## src/rtl/dma_req_fifo_arbiter.sv

```systemverilog
// dma_req_fifo_arbiter
// Round-robin push-side arbiter in front of the 16-deep x 28-bit FIFO.
// Four requesters offer 26-bit entries on valid/ready; one requester is
// granted for a burst of up to BURST_MAX beats, each entry is tagged with
// its 2-bit source ID and pushed one cycle after it is accepted.
// Acceptance is throttled on FIFO occupancy plus the push in flight, so a
// push can never land on a full FIFO.
//
// state | meaning
// ------+-----------------------------------------------------------------
// IDLE  | no grant; arbitrate among valid requesters starting after lastGrant
// BURST | grantIdx owns the push port; accept beats until BURST_MAX or drop
module dma_req_fifo_arbiter #(
  parameter int unsigned BURST_MAX = 4,
  parameter int unsigned AF_THRESH = 14,
  parameter int unsigned AE_THRESH = 2
) (
  input  logic         clockCore,
  input  logic         resetCore,
  input  logic [3:0]   reqValid,
  input  logic [103:0] reqData,
  output logic [3:0]   reqReady,
  output logic         fifoPush,
  output logic [27:0]  fifoDataIn,
  input  logic [4:0]   fifoDepth,
  input  logic         fifoOverrun,
  input  logic         fifoUnderrun,
  output logic [4:0]   almostFullThreshold,
  output logic [4:0]   almostEmptyThreshold,
  input  logic         errClear,
  output logic         errOverrun,
  output logic         errUnderrun
);

  typedef enum logic {
    IDLE  = 1'b0,
    BURST = 1'b1
  } arbStateT;

  // Beat index of the final beat of a burst.
  localparam logic [3:0] BEAT_LAST = 4'(BURST_MAX - 1);

  arbStateT    state;
  arbStateT    stateNext;
  logic [1:0]  grantIdx;
  logic [1:0]  grantIdxNext;
  logic [1:0]  lastGrant;
  logic [1:0]  lastGrantNext;
  logic [3:0]  beatCnt;
  logic [3:0]  beatCntNext;

  logic [5:0]  pushSum;
  logic        throttle;
  logic        accept;
  logic [1:0]  selIdx;
  logic        selFound;
  logic [25:0] reqWord [4];
  logic [25:0] grantData;

  // Occupancy check counts the registered push that has not landed yet;
  // pops are ignored so the check can only err on the safe side.
  always_comb begin
    pushSum  = {1'b0, fifoDepth} + {5'b0_0000, fifoPush};
    throttle = (pushSum >= 6'd16);
  end

  // Split the flat request bus into per-requester words and select the
  // word of the current grant for the push path.
  always_comb begin
    for (int i = 0; i < 4; i++) begin
      reqWord[i] = reqData[26*i +: 26];
    end
    grantData = reqWord[grantIdx];
  end

  // Round-robin pick: first valid requester at lastGrant+1 .. lastGrant+4.
  always_comb begin
    logic [1:0] cand;
    selIdx   = lastGrant + 2'd1;
    selFound = 1'b0;
    cand     = 2'd0;
    for (int k = 1; k <= 4; k++) begin
      cand = lastGrant + 2'(k);
      if (!selFound && reqValid[cand]) begin
        selIdx   = cand;
        selFound = 1'b1;
      end
    end
  end

  // FSM next-state, grant bookkeeping and ready outputs.
  always_comb begin
    stateNext     = state;
    grantIdxNext  = grantIdx;
    lastGrantNext = lastGrant;
    beatCntNext   = beatCnt;
    reqReady      = 4'b0000;
    accept        = 1'b0;

    unique case (state)
      IDLE: begin
        if (selFound && !throttle) begin
          grantIdxNext = selIdx;
          beatCntNext  = 4'd0;
          stateNext    = BURST;
        end
      end

      BURST: begin
        reqReady[grantIdx] = !throttle;
        if (!reqValid[grantIdx]) begin
          // A dropped valid is only legal at end of burst; close it here.
          lastGrantNext = grantIdx;
          stateNext     = IDLE;
        end else if (!throttle) begin
          accept      = 1'b1;
          beatCntNext = beatCnt + 4'd1;
          if (beatCnt == BEAT_LAST) begin
            lastGrantNext = grantIdx;
            stateNext     = IDLE;
          end
        end
        // Throttled with valid high: hold the grant, stall is not a beat.
      end

      default: begin
        stateNext = IDLE;
      end
    endcase
  end

  // FSM and grant registers.
  always_ff @(posedge clockCore or negedge resetCore) begin
    if (!resetCore) begin
      state     <= IDLE;
      grantIdx  <= 2'd0;
      lastGrant <= 2'd3;
      beatCnt   <= 4'd0;
    end else begin
      state     <= stateNext;
      grantIdx  <= grantIdxNext;
      lastGrant <= lastGrantNext;
      beatCnt   <= beatCntNext;
    end
  end

  // Push path: an accepted entry is tagged and presented the next cycle;
  // data holds between pushes.
  always_ff @(posedge clockCore or negedge resetCore) begin
    if (!resetCore) begin
      fifoPush   <= 1'b0;
      fifoDataIn <= 28'd0;
    end else begin
      fifoPush <= accept;
      if (accept) begin
        fifoDataIn <= {grantIdx, grantData};
      end
    end
  end

  // Sticky error flags; a new pulse wins over a simultaneous clear.
  always_ff @(posedge clockCore or negedge resetCore) begin
    if (!resetCore) begin
      errOverrun  <= 1'b0;
      errUnderrun <= 1'b0;
    end else begin
      if (fifoOverrun) begin
        errOverrun <= 1'b1;
      end else if (errClear) begin
        errOverrun <= 1'b0;
      end
      if (fifoUnderrun) begin
        errUnderrun <= 1'b1;
      end else if (errClear) begin
        errUnderrun <= 1'b0;
      end
    end
  end

  // Threshold constants for the FIFO status logic.
  assign almostFullThreshold  = 5'(AF_THRESH);
  assign almostEmptyThreshold = 5'(AE_THRESH);

endmodule

```

## config.mk

```make
export PLATFORM = sky130hd
export DESIGN_NAME = dma_req_fifo_arbiter
export DESIGN_NICKNAME = d
export VERILOG_FILES = /design/src/rtl/dma_req_fifo_arbiter.sv
export SDC_FILE = /design/constraint.sdc
export NUM_CORES = 1
export LEC_CHECK = 0
export CAP_MARGIN = 20
export CORE_ASPECT_RATIO = 1.4
export CORE_MARGIN = 5
export CORE_UTILIZATION = 29
export CTS_BUF_LIST = sky130_fd_sc_hd__clkbuf_16
export CTS_CLUSTER_DIAMETER = 120
export CTS_CLUSTER_SIZE = 28
export DETAILED_ROUTE_END_ITERATION = 8
export PLACE_DENSITY = 0.8
export SLEW_MARGIN = 20
export SYNTH_ARGS = -nofsm -noshare
export SYNTH_HDL_FRONTEND = slang
export SYNTH_SLANG_ARGS = --single-unit
```

## constraint.sdc

```tcl
create_clock -name clockCore -period 1.8 [get_ports clockCore]
set_input_delay 0.36 -clock clockCore [delete_from_list [all_inputs] [get_ports clockCore]]
set_output_delay 0.36 -clock clockCore [all_outputs]
set_load 0.05 [all_outputs]
```

# [Yosys cells after proc, flatten, opt, wreduce, memory -nomap -nowiden]
# Index checks and enable logic that the tools add are counted.
[word_totals] reg_bits=40 latch_bits=0 ram_bits=0 romBits=0 inputBits=118 out_inout_bits=45 word_cells=85 memories=0
[classes] n_addsub=5 multipliers=0 div=0 order_cmp=8 n_eq_ne=6 shifts=0 muxes=41 n_bitwise=3 reduce_logical=14
[op_table] operator="$bmux W26 S2" n=1
[op_table] operator="$mux W26" n=2
[op_table] operator="$mux W1" n=20
[op_table] operator="$mux W4" n=4
[op_table] operator="$lt A2 B3 Y1 const B" n=5
[op_table] operator="$mux W2" n=6
[op_table] operator="$bmux W1 S2" n=5
[op_table] operator="$pmux W4 S2" n=1
[op_table] operator="$add A5 B1 Y6" n=1
[op_table] operator="$ge A6 B5 Y1 const B" n=1
[op_table] operator="$ne A2 B2 Y1 const B" n=3
[op_table] operator="$reduce_and A3 Y1" n=2
[op_table] operator="$logic_and A1 B1 Y1" n=5
[op_table] operator="$add A2 B2 Y2 const B" n=2
[op_table] operator="$add A4 B1 Y4 const B" n=1
[op_table] operator="$and A4 B4 Y4" n=1
[op_table] operator="$eq A4 B2 Y1 const B" n=1
[op_table] operator="$logic_not A1 Y1" n=4
[op_table] operator="$ne A2 B1 Y1 const B" n=2
[op_table] operator="$reduce_bool A2 Y1" n=2
[op_table] operator="$ge A3 B3 Y1 const B" n=1
[op_table] operator="$not A2 Y3" n=1
[op_table] operator="$add A2 B1 Y2 const B" n=1
[op_table] operator="$demux W1 S2" n=1
[op_table] operator="other kinds (4)" n=4

# [Longest topological paths before layout]
[depth] depth_word=16 depth_mapped=8 ltp_nobuf=5

# [Worst setup path before layout]
# Ideal clock, no wire load.
[synth_path] path_kind="reg2out" start="register fifoPush" end="output reqReady[2]" t_arrival_ns=2.457 slack_ns=-1.017 stages_incl_launch_ff=5 path_cell_list="dfrtp_1 -> a21oi_1 -> clkbuf_1 -> nand2_1 -> nor3b_1"
[synth_via] elab_chain_cells=5
[synth_lines] element="start, declared" line="23" source="output logic fifoPush,"
[synth_lines] element="start signal, assigned" line="154" source="fifoPush <= accept;"
[synth_lines] element="$add A5 B1 Y6" line="63" source="pushSum = {1'b0, fifoDepth} + {5'b0_0000, fifoPush};"
[synth_lines] element="$ge A6 B5 Y1" line="64" source="throttle = (pushSum >= 6'd16);"
[synth_lines] element="$logic_not A1 Y1"
[synth_lines] element="$and A4 B4 Y4 (no source line)"
[synth_lines] element="$mux W4" line="100" source="unique case (state)"
[synth_lines] element="end, declared" line="22" source="output logic [3:0] reqReady,"
# No other way between the ends.

# [Final worst setup path]
[layout_path] start="input reqValid[0]" end="register fifoDataIn[19]"
[layout_via] elab_chain_cells=4
[layout_lines] element="start, declared" line="20" source="input logic [3:0] reqValid,"
[layout_lines] element="$bmux W1 S2" line="111" source="if (!reqValid[grantIdx]) begin"
[layout_lines] element="$mux W1 (implied by the code)" line="111"
[layout_lines] element="$mux W1" line="111"
[layout_lines] element="$mux W1" line="100"
[layout_lines] element="end signal, assigned" line="156" source="fifoDataIn <= {grantIdx, grantData};"
[layout_lines] element="end, declared" line="24" source="output logic [27:0] fifoDataIn,"
# No other way between the ends. The select of a mux whose other input is x is not followed.
# A chain may end at the register's enable or synchronous reset.

==> summary.txt <==
STA
  • Headroom to the max-slew limit: 59.5%
  • Max-slew violations: 0
  • Transition time at the pin with the least slew margin: 0.607 ns
  • Setup repair after global routing missed its margin: yes
  • Period Utilization, post-route: 100%
  • Final worst-path setup slack: -0.00239 ns
  • Final hold viol count: 0
  • Setup violation total in the final timing report: 2
  • Max Freq: 555 MHz
  • Clock skew after layout: 0.00276 ns
  • Final period demand of the worst path: 1.80 ns

Yosys
  • Fraction of synthesis flops using an asynchronous set or reset pin: 100%
  • Distinct cells, synth: 38
  • Synth Instances: 176
  • Avg Inst Size Synth: 14.1 sq um
  • Post-synthesis sequential element count: 40
  • Synth Cell Area: 2480 sq um
  • Predominant post-synthesis flop cell: dfrtp_1
  • Synthesis Warnings: 0
  • Sequential cell area fraction in the yosys report: 40.5%
  • Post-synth EDFFs: 0

Worst setup path
  • Combined buffer and inverter count along the critical path: 3
  • R2R Setup Slk: -0.002 ns
  • Family with the most delay on the worst path: multiplexers
  • Maximum fanout along the worst path: 8
  • Total number of cells along the worst setup path: 7
  • Ordered cell list for the critical path: dlygate4sd2_1 -> mux4_2 -> and2_4 -> nand2_4 -> inv_8 -> buf_12 -> mux2_4
  • Launch instance of the worst register-to-register path: grantIdx[1]
  • Arrival time at the worst endpoint: 1.96 ns
  • Delay of the slowest critical-path stage: 0.51 ns
  • Slowest library cell on the worst path: mux4_2
  • End of the worst register-to-register path: fifoDataIn[19]
  • Setup crit end kind: flip-flop
  • Worst EP required: 1.96 ns
  • Number of cell instances on the worst register-to-register path: 6
  • Critical path type: in2reg
  • Startpoint types: input pin

Global route
  • Pin count of the biggest net entering global routing: 34
  • Gr usage total: 14.6%
  • Vias in the first global route: 2482
  • Initial antenna violation count: 0
  • Final global-route overflow total: 0
  • Global-route wire length before repair: 11.8 mm

Layout
  • Post-synthesis to final-layout area growth: 84.5%
  • Leading cell type in the layout, fill and taps excluded: clkdlybuf4s50_1
  • Total of fill cells in the finished design: 704
  • Commonest non-fill, non-tap cells in the layout: 107 x clkdlybuf4s50_1, 50 x buf_4, 36 x dfrtp_1, 27 x mux4_2, 22 x mux2_2
  • Fraction of layout instances using a drive strength above 1: 43.1%
  • Utilization after layout: 54.1%
  • Diodes inserted: 0
  • Area occupied by multi-input gates: 1400 sq um
  • Area taken by flip-flops and latches: 1010 sq um
  • Summed area of non-filler cells in the final layout: 4570 sq um
  • Fin nets: 471

Place
  • Cell area reported after detailed placement: 4220 sq um
  • Pre-CTS WS: -0.471 ns
  • Count of buffers inserted at the top-level ports: 152
  • DP HPWL: 6.39 mm
  • Routability-driven placement congestion ratio: 0.763

Job
  • Maximum Capacitance Violations: 0

Pwr
  • Largest voltage drop on the vdd net: 0.835 mV
  • Total power of the final layout: 7.33 mW
  • LEAKAGE: 1.95 nW
  • Power density of the placed cells: 1600 nW/um^2

Detailed routing
  • Routed wire length: 8.17 mm
  • DRC marker count from the first detailed-route iteration: 76
  • Via total after detailed routing: 2229
  • Wire length per cell after detailed routing: 17.8 um
  • Via density per instance: 4.87
  • DRC violations left: 0
  • Detailed-router iteration count before antenna repair: 4
  • Post-route ant nets: 0

Floorplan
  • CORE AREA: 8460 sq um
  • Effective utilization at floorplan: 29.3%
  • Y dimension of the die: 119 um
  • Placement Rows: 40
  • Horizontal die dimension: 88.1 um
  • Top-level I/O count: 163
  • Total die area: 10500 sq um

Worst hold path
  • Worst min-delay path class: in2async

Clocking
  • Clock-pin slew on the worst setup and hold paths: 0.06 ns
  • Worst-case clock buffer depth: 2
  • TritonCTS clock tree: yes
  • Inserted Clock Buffers: 5
  • Latest clock arrival within the worst-skew pair: 0.28 ns
  • TritonCTS Sinks: 40
  • Level count of the clock H-tree: 2
  • Root Buffer Master: clkbuf_16
  • Hold-fix buffer count after cts: 0

Outcome
  • Status: complete, but fails checks
  • Failing checks: setup timing
-- registers in the layout, summed over array words and instances (netlist names) --
register and flops:
lastGrant 2, state 1, fifoDataIn 28, errOverrun 1, beatCnt 4, errUnderrun 1, grantIdx 2, fifoPush 1
-- power by group --
part	switching (mW)	total, mW	internal (mW)
registers	0.295	1.63	1.34
logic	2.45	4.71	2.26
clock network	0.335	0.981	0.646
-- metal layers --
metal	wire length, um	vias up	track usage (%)	share of wire, %
met3	740	14	4.08	9.1
met2	4690	113	28.7	57
li1	-	1015	-	-
met1	2570	1087	13.7	31
met4	168	0	5.20	2.1
met5	0	-	0	0
-- kinds of logic after synthesis --
logic type | Yosys count | share of synthesized area, %
compound gates | 24 | 6.31
other cells | 2 | 0.303
buf+inv | 29 | 6.97
xor+xnor | 1 | 0.353
simple gates | 21 | 5.40
fa+ha+maj | 1 | 0.505
mux | 58 | 39.7
flops | 40 | 40.5
-- cell usage after synthesis (2+ instances only) --
library cell	count	share of area, %
nor3b_1	3	0.91
buf_2	3	0.61
dfrtp_1	38	38
inv_1	6	0.91
a21o_1	2	0.61
nor2_1	2	0.30
buf_4	10	3.0
nor2b_1	2	0.50
mux4_2	27	25
a21oi_1	6	1.2
o21ai_0	4	0.81
buf_6	3	1.4
o22ai_1	3	0.76
mux2_2	24	11
dfstp_2	2	2.1
a31oi_1	2	0.50
a22o_1	3	1.1
nand2_1	4	0.61
mux2_4	7	4.2
and4_1	2	0.71
conb_1	2	0.30
clkbuf_1	5	0.76
-- per-stage QoR --
stage          cells  TNS [ns]  hold slack [ns]
2_1_floorplan    184     -1.07           0.0644
3_3_place_gp     440    -15.20            0.391
3_5_place_dp     440    -16.83            0.407
4_1_cts          456   -0.0866            0.108
5_1_grt          458    -0.517            0.139
6_report         458  -0.00320           0.0925
-- repair_timing --
action,4_1_cts,5_1_grt
cloned,2,1
pin swaps,5,3
resized for setup,34,9
setup endpoints to repair,37,13
setup buffers,6,2
-- layout make-up --
type,instances,area share [%]
inverter,7,0.739
clock buffer,5,2.74
clock inverter,3,0.848
timing repair buffer,183,40.1
sequential,40,22.0
tap,105,2.87
multi-input combinational,115,30.7
-- worst max-delay path by stage --
stage                     end         from  slack [ns]
2_1_floorplan  fifoDataIn[19]  grantIdx[1]       -0.11
3_3_place_gp   fifoDataIn[20]  reqValid[0]       -0.42
3_5_place_dp    fifoDataIn[4]  reqValid[0]       -0.47
4_1_cts           reqReady[2]     fifoPush       -0.03
5_1_grt           reqReady[2]     fifoPush       -0.05
6_report       fifoDataIn[19]  reqValid[0]      -0.002
Note: power is estimated with default switching activity, not from simulation.
